===== src/rtl/l2_line_responder.sv =====
// l2_line_responder
//   Responder end of the line-wide L2 request interface. Accepts one
//   128-bit line read or write at a time and serves it as eight sequential
//   16-bit beats to physical memory. When the line is done it returns
//   mem_rdata together with a one-cycle mem_resp pulse.
//
// Ports
//   clk, reset_n      : clock; asynchronous active-low reset
//   mem_address       : line address; bits [3:0] are ignored
//   mem_read/write    : line request, held until mem_resp (write wins)
//   mem_wdata         : write line, held with mem_write
//   mem_rdata         : registered read line, valid with mem_resp
//   mem_resp          : one-cycle completion pulse
//   pmem_address      : beat address {line[15:4], beat[2:0], 1'b0}
//   pmem_read/write   : beat strobes, mutually exclusive
//   pmem_wdata        : beat write data, slot [beat] of mem_wdata
//   pmem_rdata        : beat read data, sampled with pmem_resp
//   pmem_resp         : beat accepted/complete
//
// Build option
//   L2_LINE_BUF_EN : adds a one-line read buffer. A read that hits the
//                    buffer in IDLE completes in one cycle with no pmem
//                    traffic.

module l2_line_responder (
  input  logic         clk,
  input  logic         reset_n,
  input  logic [15:0]  mem_address,
  input  logic         mem_read,
  input  logic         mem_write,
  input  logic [127:0] mem_wdata,
  output logic [127:0] mem_rdata,
  output logic         mem_resp,
  output logic [15:0]  pmem_address,
  output logic         pmem_read,
  output logic         pmem_write,
  output logic [15:0]  pmem_wdata,
  input  logic [15:0]  pmem_rdata,
  input  logic         pmem_resp
);

  localparam int unsigned WORD_W = 16;
  localparam int unsigned LINE_W = 128;
  localparam int unsigned BEAT_W = 3;
  localparam int unsigned OFS_W  = 4;
  localparam int unsigned TAG_W  = WORD_W - OFS_W;

  typedef enum logic [1:0] {
    IDLE  = 2'd0,
    READ  = 2'd1,
    WRITE = 2'd2,
    RESP  = 2'd3
  } state_t;

  state_t              state_q, state_d;
  logic [BEAT_W-1:0]   beat_q, beat_d;
  logic [TAG_W-1:0]    line_q, line_d;
  logic [LINE_W-1:0]   asm_q, asm_d;
  logic [LINE_W-1:0]   rdata_d;
  logic                resp_d;
  logic                rd_d;
  logic                wr_d;
  logic [WORD_W-1:0]   addr_d;
  logic [WORD_W-1:0]   wdata_d;
  logic                last_beat;
  logic                unused_ofs;

`ifdef L2_LINE_BUF_EN
  logic                buf_valid_q, buf_valid_d;
  logic [TAG_W-1:0]    buf_tag_q, buf_tag_d;
  logic [LINE_W-1:0]   buf_data_q, buf_data_d;
  logic                buf_hit;
  logic                buf_wr_match;

  // IDLE lookup uses the live address; write update uses the latched line.
  assign buf_hit      = buf_valid_q && (buf_tag_q == mem_address[WORD_W-1:OFS_W]);
  assign buf_wr_match = buf_valid_q && (buf_tag_q == line_q);
`endif

  // Offset bits select nothing: the responder always moves whole lines.
  assign unused_ofs = ^mem_address[OFS_W-1:0];

  assign last_beat = (beat_q == BEAT_W'(7));

  // State register.
  always_ff @(posedge clk or negedge reset_n) begin
    if (!reset_n) begin
      state_q <= IDLE;
    end else begin
      state_q <= state_d;
    end
  end

  // Next state, datapath next values and next registered outputs.
  always_comb begin
    state_d = state_q;
    beat_d  = beat_q;
    line_d  = line_q;
    asm_d   = asm_q;
    rdata_d = mem_rdata;
`ifdef L2_LINE_BUF_EN
    buf_valid_d = buf_valid_q;
    buf_tag_d   = buf_tag_q;
    buf_data_d  = buf_data_q;
`endif

    case (state_q)
      IDLE: begin
        if (mem_write) begin
          line_d  = mem_address[WORD_W-1:OFS_W];
          beat_d  = '0;
          state_d = WRITE;
        end else if (mem_read) begin
          line_d  = mem_address[WORD_W-1:OFS_W];
          beat_d  = '0;
          state_d = READ;
`ifdef L2_LINE_BUF_EN
          if (buf_hit) begin
            state_d = RESP;
            rdata_d = buf_data_q;
          end
`endif
        end
      end

      READ: begin
        if (pmem_resp) begin
          asm_d[{beat_q, 4'b0000} +: WORD_W] = pmem_rdata;
          // Wraps 7->0 on the final beat, which is also the exit.
          beat_d = beat_q + BEAT_W'(1);
          if (last_beat) begin
            state_d = RESP;
            rdata_d = asm_d;
`ifdef L2_LINE_BUF_EN
            buf_valid_d = 1'b1;
            buf_tag_d   = line_q;
            buf_data_d  = asm_d;
`endif
          end
        end
      end

      WRITE: begin
        if (pmem_resp) begin
          beat_d = beat_q + BEAT_W'(1);
          if (last_beat) begin
            state_d = RESP;
`ifdef L2_LINE_BUF_EN
            // Keep the buffer coherent with the line just written.
            if (buf_wr_match) begin
              buf_data_d = mem_wdata;
            end
`endif
          end
        end
      end

      RESP: begin
        state_d = IDLE;
      end

      default: begin
        state_d = IDLE;
      end
    endcase

    // Outputs are registered, so they follow the state being entered.
    resp_d  = (state_d == RESP);
    rd_d    = (state_d == READ);
    wr_d    = (state_d == WRITE);
    addr_d  = (rd_d || wr_d) ? {line_d, beat_d, 1'b0} : '0;
    wdata_d = wr_d ? mem_wdata[{beat_d, 4'b0000} +: WORD_W] : '0;
  end

  // Datapath and output registers.
  always_ff @(posedge clk or negedge reset_n) begin
    if (!reset_n) begin
      beat_q       <= '0;
      line_q       <= '0;
      asm_q        <= '0;
      mem_rdata    <= '0;
      mem_resp     <= 1'b0;
      pmem_read    <= 1'b0;
      pmem_write   <= 1'b0;
      pmem_address <= '0;
      pmem_wdata   <= '0;
    end else begin
      beat_q       <= beat_d;
      line_q       <= line_d;
      asm_q        <= asm_d;
      mem_rdata    <= rdata_d;
      mem_resp     <= resp_d;
      pmem_read    <= rd_d;
      pmem_write   <= wr_d;
      pmem_address <= addr_d;
      pmem_wdata   <= wdata_d;
    end
  end

`ifdef L2_LINE_BUF_EN
  // One-line read buffer.
  always_ff @(posedge clk or negedge reset_n) begin
    if (!reset_n) begin
      buf_valid_q <= 1'b0;
      buf_tag_q   <= '0;
      buf_data_q  <= '0;
    end else begin
      buf_valid_q <= buf_valid_d;
      buf_tag_q   <= buf_tag_d;
      buf_data_q  <= buf_data_d;
    end
  end
`endif

endmodule


===== config.mk =====
export PLATFORM = sky130hd
export DESIGN_NAME = l2_line_responder
export DESIGN_NICKNAME = d
export VERILOG_FILES = /design/src/rtl/l2_line_responder.sv
export SDC_FILE = /design/constraint.sdc
export NUM_CORES = 1
export LEC_CHECK = 0
export BUFFER_PORTS_ARGS = -buffer_cell sky130_fd_sc_hd__clkbuf_2
export CORE_ASPECT_RATIO = 0.7
export CORE_MARGIN = 3
export CORE_UTILIZATION = 58
export DETAILED_ROUTE_END_ITERATION = 6
export PLACE_DENSITY = 0.84
export RECOVER_POWER = 100
export SKIP_CTS_REPAIR_TIMING = 1
export SLEW_MARGIN = 20
export SYNTH_ARGS = -nofsm -noshare
export SYNTH_HDL_FRONTEND = slang
export SYNTH_SLANG_ARGS = --single-unit
export TNS_END_PERCENT = 10

===== constraint.sdc =====
create_clock -name clk -period 4.8 [get_ports clk]
set_input_delay 0 -clock clk [delete_from_list [all_inputs] [get_ports clk]]
set_output_delay 0 -clock clk [all_outputs]
set_load 0.03 [all_outputs]

==> results of run 1 <==
==> report_power, final <==
part	internal, uW	leakage (uW)	switching, uW
logic	769	0.00327	1230
registers	2830	0.00422	113
clock network	1510	0.000514	1000
total	5110	0.00800	2350
==> worst paths after layout <==
path                       cells past startpoint  slack [ns]         endpoint
max                                           12        0.33   pmem_wdata[15]
min                                            4       -0.05       state_q[1]
max reg2reg                                   12        0.33   pmem_wdata[15]
min reg2reg                                    2        0.48    mem_rdata[26]
max in group asynchronous                      3        0.84   pmem_wdata[13]
min in group asynchronous                      2        0.85  pmem_address[6]
==> metal layers <==
metal	part of all wire, %	up-vias	GRT usage, %
met5	0.042	-	0
li1	-	5865	-
met1	43	6116	45.0
met3	8.3	109	4.86
met2	46	598	45.3
met4	3.1	2	7.60
==> cells in the final DEF (no fill, tap or decap), types with 3 or more instances in the layout <==
| cell | count |
|---|---|
| mux2i_1 | 32 |
| nor2b_1 | 17 |
| clkinv_2 | 6 |
| and2_0 | 3 |
| and3_1 | 48 |
| nor2_1 | 103 |
| nand3b_1 | 3 |
| buf_4 | 8 |
| clkbuf_8 | 5 |
| clkbuf_1 | 166 |
| o21ai_0 | 272 |
| nand2_1 | 276 |
| clkbuf_16 | 29 |
| bufinv_16 | 6 |
| nand3_2 | 3 |
| dfrtp_1 | 307 |
| a21oi_1 | 114 |
| o211ai_1 | 16 |
| dlygate4sd3_1 | 111 |
| clkbuf_2 | 162 |
| inv_1 | 10 |
| nand3_1 | 17 |
| nand4b_1 | 16 |
| mux2_1 | 16 |
| mux2_2 | 27 |
| nand4_1 | 4 |
| o21ai_1 | 5 |
| ha_1 | 13 |
| a21boi_0 | 48 |
==> state kept, by name (all words and copies together), names as in the netlist <==
name          cells
mem_resp          1
beat_q            3
line_q           12
pmem_read         1
state_q           2
pmem_address     15
pmem_write        1
pmem_wdata       16
mem_rdata       128
asm_q           128
==> worst max-delay path: cells and delay by family (launching register included) <==
kind,cells,cell delay [ns]
buf+inv,3,1.33
simple gates,4,1.03
fa+ha+maj,3,0.87
compound gates,2,0.61
flops,1,0.55
==> through the flow <==
stage	util (%)	area, um^2	setup slack [ns]	hold slack, ns
floorplan	-	14100	2.20	-0.296
detailed placement	66.4	15800	1.17	0.132
global route	74.4	17700	0.0413	-0.00707
global placement	66.3	15800	1.27	0.126
CTS	70.8	16800	1.19	-0.447
finish	74.4	17700	0.331	-0.0482
==> cell families (layout without fill, tap and decap cells) <==
kind of cell	after synthesis	count (layout)	synth area share, %
AND/OR/NAND/NOR	506	506	16.1
AO/OA/AOI/OAI	467	467	18.3
flip-flops	307	307	54.4
buffers and inverters	127	512	3.99
multiplexers	76	76	6.05
adder cells (fa/ha/maj)	13	13	1.15
other	1	1	0.0266
==> area by class of cell <==
type / instances / area (um^2) / share of cell area (%)
Clock buffer: 37 / 806 / 4.56
Clock inverter: 16 / 243 / 1.37
Inverter: 10 / 37.5 / 0.212
Multi-Input combinational cell: 1063 / 5850 / 33.1
Sequential cell: 307 / 7680 / 43.4
Tap cell: 318 / 398 / 2.25
Timing Repair Buffer: 449 / 2660 / 15.1
==> results.yml, run 1 <==
outcome:
  outcome: "finished, violations left"
  violations: "negative hold slack, max-capacitance violations, max-slew violations"
final_layout:
  nFillCells: 1756
  stdcell_count: 2200
  nets: 2038
  syn2layout_area_growth_pct: 25.3
  drive_gt1_share_pct: 14.2
  diodes: 0
synthesis:
  seq_area_frac_synth_pct: 54.4
  synth_fp_nets: 1675
  synth.largest_area_cell: "dfrtp_1"
  synthFlopType: "dfrtp_1"
  synth_area_leaders: "dfrtp_1 54%, o21ai_0 9.1%, nand2_1 7.4%, a21oi_1 4.0%, nor2_1 2.7%"
  synthDistinctLibCells: 44
  async_reset_ff_share_pct: 100
  synth_edf_count: 0
  ys_seq_elements: 307
  synth_cells: 1497
  yosys_warnings: 0
  yosysMostFrequentCell: "dfrtp_1"
  netlist_area_mm2: 0.0141
  synth_top_area_share_pct: 54.4
  syn_area_per_cell_um2: 9.43
  synthTopCellsByCount: "307 x dfrtp_1, 278 x nand2_1, 257 x o21ai_0"
floorplanning:
  die_h_um: 136
  start_util_pct: 59.4
  ios: 328
  dieArea_mm2: 0.0263
  die_x_um: 192
  num_rows: 47
  core_mm2: 0.0238
placement:
  port_buffers: 322
  dp_hpwl_um: 28200
  gp_congestion: 0.921
  dp.cells: 2034
worst_setup_path:
  cp_max_fo: 16
  slowest_delay_ns: 0.72
  path_cells: "ha_1 > ha_1 > and2_0 > nor2_1 > o31ai_1 > ha_1 > inv_1 > nor3_4 > o211ai_1 > dlygate4sd3_1 > nand4b_1 > dlygate4sd3_1"
  crit_slowest_cell: "nor3_4"
  r2r-start: "beat_q[0]"
  worstPathRequired_ns: 5.29
  arrival_ns: 4.96
  crit_top_cell: "ha_1"
  crit_path_start: "beat_q[0]"
  start_kind: "register"
  critical_path_class: "reg -> reg"
  end_kind: "register"
worst_hold_path:
  hp-class: "in -> reg"
  worstHoldStart: "mem_read"
cts:
  clk_pin_slew_ns: 0.06
  htree_levels: 1
  cts_tree: "yes"
  cts_buffers: 29
  cts_max_path_buffers: 3
  cts_root_buf: "clkbuf_16"
  cts.sink_count: 307
  worstSkewPairLatency_ns: 0.56
global_routing:
  track_usage_pct: 29.8
  grt-ovfl-total: 0
  grt_pass1_wl_um: 61300
  grt_max_degree: 126
  grt_antenna_before_repair: 1
  grt_pass1_vias: 11200
drt:
  routed_wl_um: 42500
  drc: 0
  routed-via-count: 12700
  ant_nets: 0
  viasPerCell: 5.77
  wl_per_cell_um: 19.3
  drt_iter0_drc: 1160
  first_pass_iters: 5
pwr:
  finalPower_uw: 7450
  p_per_area_mw_per_mm2: 422
  p_leak_uw: 0.00800
  peakVddDrop_uv: 298
sta:
  whs_ns: -0.0482
  tns_ns: 0
  setup_violations: 0
  slew_violations: 393
  relSlewSlack_pct: -118
  timing.fmax_mhz: 224
  hold_viol_final: 3
  min_period_ns: 4.47
  min_period_over_period_pct: 93.1
  tightest_slew_ns: 3.24
  fin_skew_ns: 0.0150
  rsz0062_at_grt: "no"
run:
  max-cap-violations: 7
No activity file was read; power rests on OpenSTA's default activity.
==> run 2, diff against run 1 <==
--- a/config.mk
+++ b/config.mk
@@ -8,9 +8,9 @@
 export BUFFER_PORTS_ARGS = -buffer_cell sky130_fd_sc_hd__clkbuf_2
 export CORE_ASPECT_RATIO = 0.7
 export CORE_MARGIN = 3
-export CORE_UTILIZATION = 58
+export CORE_UTILIZATION = 54
 export DETAILED_ROUTE_END_ITERATION = 6
-export PLACE_DENSITY = 0.84
+export PLACE_DENSITY = 0.79
 export RECOVER_POWER = 100
 export SKIP_CTS_REPAIR_TIMING = 1
 export SLEW_MARGIN = 20
==> constraint.sdc (replaced) <==
create_clock -name clk -period 4.6 [get_ports clk]
set_input_delay 0 -clock clk [delete_from_list [all_inputs] [get_ports clk]]
set_output_delay 0 -clock clk [all_outputs]
set_load 0.03 [all_outputs]
==> results.yml, run 2 (synthesized netlist as in run 1, its figures left out) <==
cts:
  cts.sink_count: 307
  htree_levels: 1
  worstSkewPairLatency_ns: 0.56
  cts_max_path_buffers: 3
  cts_root_buf: "clkbuf_16"
  cts_buffers: 30
  clk_pin_slew_ns: 0.07
  cts_tree: "yes"
sta:
  fin_skew_ns: 0.0213
  relSlewSlack_pct: -52.6
  min_period_ns: 4.29
  whs_ns: -0.0624
  timing.fmax_mhz: 233
  rsz0062_at_grt: "no"
  tightest_slew_ns: 2.29
  setup_violations: 0
  tns_ns: 0
  hold_viol_final: 3
  slew_violations: 375
  min_period_over_period_pct: 93.3
floorplanning:
  num_rows: 48
  ios: 328
  dieArea_mm2: 0.0281
  die_h_um: 141
  start_util_pct: 56.1
  die_x_um: 199
  core_mm2: 0.0252
placement:
  port_buffers: 322
  dp_hpwl_um: 27900
  gp_congestion: 0.973
final_layout:
  syn2layout_area_growth_pct: 26.4
  nets: 2063
  drive_gt1_share_pct: 13.8
  layout_common_cells: "307 x dfrtp_1, 276 x nand2_1, 271 x o21ai_0, 166 x clkbuf_1, 163 x clkbuf_2"
  reg.largest.list: "asm_q (128), mem_rdata (128), pmem_wdata (16)"
  layout_commonest_cell: "dfrtp_1"
global_routing:
  met3_usage_pct: 5.83
  top_usage_layer: "met1"
  grt_antenna_before_repair: 1
  grt_pass1_wl_um: 63200
  grt-ovfl-total: 0
  track_usage_pct: 28.4
  met1_usage_pct: 42.7
  grt_max_degree: 127
  grt_pass1_vias: 11600
  grtUsageMet2_pct: 41.7
pwr:
  p_leak_uw: 0.00800
  finalPower_uw: 7550
  p_per_area_mw_per_mm2: 424
  peakVddDrop_uv: 319
drt:
  drt_iter0_drc: 1068
  first_pass_iters: 7
  routed-via-count: 12800
  viasPerCell: 5.74
  drc: 1
  routed_wl_um: 43200
  ant_nets: 0
  wl_per_cell_um: 19.4
worst_setup_path:
  crit_top_cell: "ha_1"
  critical_path_class: "reg -> reg"
  worstPathRequired_ns: 5.08
  slowest_delay_ns: 0.91
  crit_slowest_cell: "a2111oi_4"
  ff2ff_setup_slack_ns: 0.31
  path_cells: "ha_1 > ha_1 > and2_0 > nor2_1 > o31ai_1 > ha_1 > inv_1 > a2111oi_4 > o21ai_0 > dlygate4sd3_1 > nand4b_1"
  start_kind: "register"
  cp_max_fo: 16
  end_kind: "register"
  arrival_ns: 4.77
worst_hold_path:
  hp-class: "in -> reg"
outcome:
  violations: "design-rule violations, negative hold slack, max-capacitance violations, max-slew violations"
  outcome: "finished, violations left"
run:
  max-cap-violations: 8
==> run 2: cell types whose count changed in the layout (fill, tap and decap cells not counted), sizes merged <==
cell / previous run / this run
bufinv: 6 / 1
diode: 0 / 3
clkbuf: 363 / 367
dlygate4sd3: 111 / 134
==> run 2: worst paths after layout <==
check	startpoint	to	cells after the start
worst min register to register	mem_rdata[54]	mem_rdata[54]	2
worst max register to register	beat_q[0]	pmem_wdata[12]	11
min in group asynchronous	reset_n	pmem_address[10]	2
worst min-delay path	mem_wdata[65]	pmem_wdata[1]	4
max in group asynchronous	reset_n	mem_rdata[12]	3
worst max-delay path	beat_q[0]	pmem_wdata[12]	11
==> run 2: worst max-delay path, delay by kind of cell, from the launching register on <==
family	cells	cell delay [ns]
DFF	1	0.55
and+or+nand+nor	3	0.38
adders and majority gates	3	0.95
AOI/OAI and AO/OA	3	1.54
buffers and inverters	2	0.80
==> run 2: power by group <==
group | internal [uW] | total (uW) | switching (uW)
combinational | 781 | 2070 | 1290
sequential | 2950 | 3070 | 119
clock | 1360 | 2410 | 1050
==> run 2: cell type report <==
cell class              instances  area (um^2)
repair buffers                473         2890
clock buffers                  40          858
clock inverters                11          100
well taps                     325          407
inverters                      10         37.5
fillers                      1976         7330
flip-flops and latches        307         7680
multi-input cells            1063         5850
diodes                          3         7.51
==> run 2: per-layer routing <==
metal / routed length [um] / up-vias / part of all wire [%]
li1: - / 5899 / -
met3: 4000 / 158 / 9.3
met5: 0 / - / 0
met1: 18000 / 6150 / 42
met2: 19300 / 615 / 45
met4: 1860 / 0 / 4.3
==> run 2: metrics by stage <==
step	utilization, %	cell area, um^2	std cells	hold slack [ns]	setup slack, ns
2_1_floorplan	-	14100	1497	-0.296	2.00
3_3_place_gp	62.6	15800	2041	0.0636	1.15
3_5_place_dp	62.6	15800	2041	0.0662	0.952
4_1_cts	66.4	16700	2092	-0.519	0.956
5_1_grt	70.8	17800	2230	-0.0112	0.0770
6_report	70.9	17800	2232	-0.0624	0.310
